--- config.mk ---
export PLATFORM = sky130hd
export DESIGN_NAME = seg7_readback
export DESIGN_NICKNAME = d
export VERILOG_FILES = /design/src/rtl/seg7_readback.sv
export SDC_FILE = /design/constraint.sdc
export NUM_CORES = 1
export LEC_CHECK = 0
export ABC_AREA = 1
export BUFFER_PORTS_ARGS = -buffer_cell sky130_fd_sc_hd__buf_2
export CAP_MARGIN = 20
export CORE_UTILIZATION = 30
export DETAILED_ROUTE_END_ITERATION = 16
export MAX_ROUTING_LAYER = met4
export PLACE_DENSITY = 0.52
export SLEW_MARGIN = 20
export SYNTH_ARGS = -nofsm -noshare
export SYNTH_HDL_FRONTEND = slang
export SYNTH_SLANG_ARGS = --single-unit
--- constraint.sdc ---
create_clock -name clk -period 9.25 [get_ports clk]
set_input_delay 0.925 -clock clk [delete_from_list [all_inputs] [get_ports clk]]
set_output_delay 0.925 -clock clk [all_outputs]
set_load 0.01 [all_outputs]
--- src/rtl/seg7_readback.sv ---
// ---------------------------------------------------------------------------
// seg7_readback
//   Reads back the multiplexed, active-low seven-segment bus of the lab
//   adder/subtracter display. Each digit slot is debounced separately. Once
//   all four slots are stable and legal, one decoded frame is presented
//   together with an arithmetic consistency check.
//
// Ports
//   clk        rising-edge clock
//   rst_n      synchronous active-low reset
//   seg_in     active-low segments, bit0=a .. bit6=g
//   dig_sel    slot id: 0=result, 1=sign/carry, 2=operand B, 3=operand A
//   seg_strobe seg_in/dig_sel valid this cycle
//   out_ready  consumer accepts the frame
//   out_valid  frame available (held until accepted)
//   num_a      decoded operand A
//   num_b      decoded operand B
//   mag        decoded result digit
//   neg        sign glyph was '-'
//   carry      sign glyph was '1'
//   add_ok     frame consistent with A+B
//   sub_ok     frame consistent with A-B
//   err_pulse  one-cycle flag, illegal pattern received on the previous cycle
// ---------------------------------------------------------------------------
module seg7_readback #(
    parameter int STABLE_CNT = 3,
    parameter int CNT_W      = 4
) (
    input  logic       clk,
    input  logic       rst_n,
    input  logic [6:0] seg_in,
    input  logic [1:0] dig_sel,
    input  logic       seg_strobe,
    input  logic       out_ready,
    output logic       out_valid,
    output logic [3:0] num_a,
    output logic [3:0] num_b,
    output logic [3:0] mag,
    output logic       neg,
    output logic       carry,
    output logic       add_ok,
    output logic       sub_ok,
    output logic       err_pulse
);

    typedef enum logic {COLLECT, HOLD} state_t;

    localparam logic [CNT_W-1:0] STABLE = CNT_W'(STABLE_CNT);

    // Returns {legal, value}; only the sixteen exact glyphs are accepted.
    function automatic logic [4:0] hex_decode(input logic [6:0] p);
        case (p)
            7'h40: return {1'b1, 4'h0};
            7'h79: return {1'b1, 4'h1};
            7'h24: return {1'b1, 4'h2};
            7'h30: return {1'b1, 4'h3};
            7'h19: return {1'b1, 4'h4};
            7'h12: return {1'b1, 4'h5};
            7'h02: return {1'b1, 4'h6};
            7'h78: return {1'b1, 4'h7};
            7'h00: return {1'b1, 4'h8};
            7'h10: return {1'b1, 4'h9};
            7'h08: return {1'b1, 4'hA};
            7'h03: return {1'b1, 4'hB};
            7'h46: return {1'b1, 4'hC};
            7'h21: return {1'b1, 4'hD};
            7'h06: return {1'b1, 4'hE};
            7'h0E: return {1'b1, 4'hF};
            default: return 5'b0_0000;
        endcase
    endfunction

    // Returns {legal, neg, carry} for the sign/carry slot.
    function automatic logic [2:0] sign_decode(input logic [6:0] p);
        case (p)
            7'h7F: return 3'b100;
            7'h3F: return 3'b110;
            7'h79: return 3'b101;
            default: return 3'b000;
        endcase
    endfunction

    function automatic logic pat_legal(input logic [1:0] slot, input logic [6:0] p);
        logic [4:0] h;
        logic [2:0] s;
        h = hex_decode(p);
        s = sign_decode(p);
        return (slot == 2'd1) ? s[2] : h[4];
    endfunction

    state_t           state_q, state_d;
    logic [6:0]       pat_q [4];
    logic [6:0]       pat_d [4];
    logic [CNT_W-1:0] cnt_q [4];
    logic [CNT_W-1:0] cnt_d [4];
    logic [3:0]       lock_d;
    logic             accept;
    logic             latch_en;

    assign accept = (state_q == HOLD) && out_ready;

    // Tracker next state. Lock is derived from the *next* counter/pattern so
    // the frame can be latched on the same edge as the completing strobe.
    always_comb begin
        for (int i = 0; i < 4; i++) begin
            // NOTE: every comb output gets a default first so no path leaves it unassigned (no latch).
            pat_d[i] = pat_q[i];
            cnt_d[i] = accept ? '0 : cnt_q[i];
            if (seg_strobe && dig_sel == 2'(i)) begin
                // On acceptance the strobe is the first sample of the new frame.
                if (!accept && seg_in == pat_q[i]) begin
                    cnt_d[i] = (cnt_q[i] >= STABLE) ? STABLE : cnt_q[i] + 1'b1;
                end else begin
                    pat_d[i] = seg_in;
                    cnt_d[i] = CNT_W'(1);
                end
            end
            lock_d[i] = (cnt_d[i] == STABLE) && pat_legal(2'(i), pat_d[i]);
        end
    end

    always_ff @(posedge clk) begin
        if (!rst_n) begin
            // NOTE: the four pattern/count entries are plain flops, not RAM, so they are reset like any register.
            for (int i = 0; i < 4; i++) begin
                pat_q[i] <= 7'h7F;
                cnt_q[i] <= '0;
            end
        end else begin
            // NOTE: sequential state uses non-blocking assignments so all flops update together.
            for (int i = 0; i < 4; i++) begin
                pat_q[i] <= pat_d[i];
                cnt_q[i] <= cnt_d[i];
            end
        end
    end

    // Decoded view of the next tracker contents, plus the arithmetic check.
    logic [4:0] dec_a, dec_b, dec_m;
    logic [2:0] dec_s;
    logic [4:0] sum_ab;
    logic       add_ok_d, sub_ok_d;

    always_comb begin
        dec_a    = hex_decode(pat_d[3]);
        dec_b    = hex_decode(pat_d[2]);
        dec_m    = hex_decode(pat_d[0]);
        dec_s    = sign_decode(pat_d[1]);
        sum_ab   = {1'b0, dec_a[3:0]} + {1'b0, dec_b[3:0]};
        add_ok_d = !dec_s[1] && ({dec_s[0], dec_m[3:0]} == sum_ab);
        if (dec_a[3:0] >= dec_b[3:0])
            sub_ok_d = !dec_s[0] && !dec_s[1] && (dec_m[3:0] == dec_a[3:0] - dec_b[3:0]);
        else
            sub_ok_d = !dec_s[0] && dec_s[1] && (dec_m[3:0] == dec_b[3:0] - dec_a[3:0]);
    end

    // FSM: state register
    always_ff @(posedge clk) begin
        if (!rst_n) state_q <= COLLECT;
        else        state_q <= state_d;
    end

    // FSM: next state
    always_comb begin
        state_d = state_q;
        case (state_q)
            COLLECT: if (&lock_d)   state_d = HOLD;
            HOLD:    if (out_ready) state_d = COLLECT;
            default:                state_d = COLLECT;
        endcase
    end

    // FSM: outputs
    always_comb begin
        latch_en  = (state_q == COLLECT) && (&lock_d);
        out_valid = (state_q == HOLD);
    end

    // Frame registers: loaded once per frame, frozen while it is held.
    always_ff @(posedge clk) begin
        if (!rst_n) begin
            num_a  <= '0;
            num_b  <= '0;
            mag    <= '0;
            neg    <= 1'b0;
            carry  <= 1'b0;
            add_ok <= 1'b0;
            sub_ok <= 1'b0;
        end else if (latch_en) begin
            num_a  <= dec_a[3:0];
            num_b  <= dec_b[3:0];
            mag    <= dec_m[3:0];
            neg    <= dec_s[1];
            carry  <= dec_s[0];
            add_ok <= add_ok_d;
            sub_ok <= sub_ok_d;
        end
    end

    always_ff @(posedge clk) begin
        if (!rst_n) err_pulse <= 1'b0;
        else        err_pulse <= seg_strobe && !pat_legal(dig_sel, seg_in);
    end

endmodule

==> flow_summary_export.csv <==
group,metric,value,unit
synthesis,seq_area_frac_synth,0.263,
grt,grt_max_degree,39,
hold_path,whs_path_depth,2,
synthesis,mappedNetlistNets,805,
finish,fin_util,0.348,
detailed_routing,drt_iter0_markers,263,
setup_path,slowest_delay,0.45,ns
grt,grt-ovfl-total,0,
timing,setup_violations,0,
floorplan,core-area,0.0153,mm^2
setup_path,cp_max_fo,16,
synthesis,synth_top_family_by_area,"simple AND/OR/NAND/NOR gates",
synthesis,synth_flop_cell,"dfxtp_1",
cts,clk_pin_slew,0.06,ns
setup_path,crit_chain,"buf_2, nand3_2, o21ai_2, inv_2, nand2_1, nor2_1, nand2_1, nand2_1, nor3_1, buf_4, inv_1, ha_1, nand2_1, o21ai_0, xor2_1, nor2_1, nor2_1, nand3_1, nand2_1, nand3_1, a21oi_1",
cts,cts-htree-levels,3,
grt,grt_use_total,0.177,
floorplan,start_util,0.309,
setup_path,cpMaxStageDelayCell,"o21ai_2",
setup_path,cpMostUsedCell,"nand2_1",
synthesis,yosysTopAreaCellShare,0.263,
finish,antenna_cells,0,
finish,area_delta_synth_final,12.5,%
synthesis,syn_inst,774,
synthesis,synthSimpleGateAreaFrac,0.436,
synthesis,synth_area,0.00472,mm^2
detailed_routing,wl_per_cell,12.8,um
placed_design,placed_area,0.00501,mm^2
pwr,vdd_drop_max,89.7,uV
pwr,clkPwrFrac,0.471,
pwr,p_switching,0.206,mW
setup_path,endpoint_kind,"register",
grt,grt_pass1_vias,4363,
synthesis,synth_area_leaders,"dfxtp_1 (26%), nand2_1 (19%), nor2_1 (8.8%)",
finish,nFillCells,1698,
timing,slew-limit-headroom,0.384,
pwr,leakagePower,2.65,nW
timing,worstMarginPinSlew,0.923,ns
floorplan,ios,31,
setup_path,crit_type,"input port to register",
grt,antenna_found_initial,0,
pwr,internal_power,0.506,mW
timing,finalHoldViolCount,0,
synthesis,yosysMostFrequentCell,"nand2_1",
pwr,combPwrFrac,0.138,
floorplan,rows,45,
hold_path,hold_class,"register to register",
synthesis,synth_cell_type_count,38,
setup_path,worstPathRequired,9.51,ns
cts,cts_resized,0,
synthesis,synth_edf_count,0,
floorplan,die_area,0.0162,mm^2
synthesis,synthTopCellsByCount,"nand2_1 (233), nor2_1 (110), inv_1 (79), dfxtp_1 (62), nand3_1 (49)",
synthesis,synth_mux_area_frac,0,
finish,drive_above_1_share,0.145,
synthesis,synth-compound-area-share,0.110,
synthesis,ys_ff_latch,62,
cts,cts.sinks,62,
finish,stdcell_area,0.00531,mm^2
grt,grt_pass1_wl,21.9,mm
synthesis,synthArstFlopShare,0,
detailed_routing,via_count,4601,
cts,cts_tree,"done",
detailed_routing,vias_per_cell,4.56,
setup_path,cp.arrival,4.25,ns
pwr,switching_share,0.289,
timing,fin_tns_setup,0,ns
cts,clk_latency,0.34,ns
timing,timing.final.crit_share,0.431,
cts,cts_setup_buffers,0,
timing,report.final.slew_viol_count,0,
status,outcome,"finished clean",
detailed_routing,route.detailed.drc,0,
synthesis,synth_area_leader_cell,"dfxtp_1",
timing,fmax,0.251,GHz
timing,rsz0062_at_grt,"false",
finish,nets,825,
detailed_routing,firstDrtPassIters,4,
timing,finClkSkew,0.00739,ns
cts,cts_buffers,9,
run,drv_cap,0,
placed_design,place.port_buffers,30,
pwr,power.density,134,mW/mm^2
detailed_routing,antenna_left,0,
cts,clockRootBuffer,"clkbuf_16",
timing,min_period,3.99,ns
floorplan,fp.dieH,127,um
placed_design,dp_slack,4.94,ns
setup_path,r2r_cells,15,
placed_design,place.gp.congestion,0.869,
synthesis,synth_fa_ha_area_frac,0.0525,
synthesis,yosys_warnings,0,
synthesis,syn_avg_cell_area,6.09,um^2
setup_path,worstSetupStartpointType,"input port",
finish,instances_no_fill,1010,
synthesis,synth-xor-area-share,0.0371,
placed_design,dp_hpwl,9.90,mm
detailed_routing,routed_wl,13.0,mm
cts,holdBufCountCts,0,
pwr,seqPwrFrac,0.391,
timing,worst_slack,5.26,ns
placed_design,dp.cells,994,
floorplan,die_w,127,um
cts,clockBufferDepth,2,
-- cell type report --
class                   count  area (um^2)  share of cell area
clock inverters             4         28.8             0.00542
multi-input cells         597         3000               0.565
flip-flops and latches     62         1240               0.234
inverters                  93          352              0.0663
repair buffers             31          158              0.0297
well taps                 211          264              0.0498
clock buffers              12          267              0.0502
-- routing by layer --
| metal | part of all wire | GRT usage | vias up |
|---|---|---|---|
| met5 | 0 | - | - |
| met4 | 0.018 | 0.0602 | 0 |
| met3 | 0.034 | 0.0302 | 19 |
| met2 | 0.44 | 0.280 | 81 |
| met1 | 0.51 | 0.228 | 2013 |
| li1 | - | - | 2488 |
-- cells by family (layout without fill, tap and decap cells) --
kind of cell    count (synthesis)  in the layout
compound gates                 89             89
buf+inv                       115            140
simple gates                  470            470
fa+ha+maj                      18             18
xor+xnor                       20             20
flops                          62             62
-- stage by stage --
step / hold WS, ns / total power, mW
2_1_floorplan: 0.443 / 0.358
3_3_place_gp: 0.465 / 0.383
3_5_place_dp: 0.461 / 0.382
4_1_cts: 0.470 / 0.720
5_1_grt: 0.500 / 0.746
6_report: 0.468 / 0.712
-- sequential cells by signal, summed over array words and instances (netlist names) --
name,cells
num_a,4
mag,4
pat_q,28
neg,1
add_ok,1
sub_ok,1
out_valid,1
cnt_q,16
num_b,4
carry,1
err_pulse,1
-- worst paths after layout --
| kind | startpoint | end | slack, ns |
|---|---|---|---|
| hold / removal | sub_ok | sub_ok | 0.47 |
| setup / recovery | seg_strobe | sub_ok | 5.26 |
| hold reg to reg | sub_ok | sub_ok | 0.47 |
| setup reg to reg | out_valid | num_b[0] | 6.15 |
-- worst max-delay path: cells and delay by family --
kind / cells / cell delay (ns)
simple gates: 12 / 1.34
compound gates: 3 / 0.83
buf+inv: 4 / 0.64
fa+ha+maj: 1 / 0.30
xor+xnor: 1 / 0.21
-- cells in the final DEF (no fill, tap or decap), types with 3 or more instances in the layout --
master     count
nand3_1       49
o21ai_2        9
fa_1           3
a21oi_1       29
nand4_1       15
xnor2_1       15
nor2_2        10
nor2_4         3
ha_1          15
dfxtp_1       62
clkbuf_8       3
nand2_1      233
clkbuf_16      9
or2_2         10
nor3_1        15
nor2_1       110
buf_2         30
xor2_1         5
inv_2         13
nand3b_1       3
inv_1         79
o21ai_0       31
nand2_2       14
o21ai_1       10
-- power by group through the flow --
stage	Combinational, mW	Sequential (mW)	Clock (mW)
after floorplan	0.0752	0.283	0
after global placement	0.0989	0.284	0
after detailed placement	0.0978	0.284	0
after CTS	0.0982	0.278	0.344
after global routing	0.112	0.279	0.355
final	0.0979	0.278	0.336
Note: power is estimated with default switching activity, not from simulation.
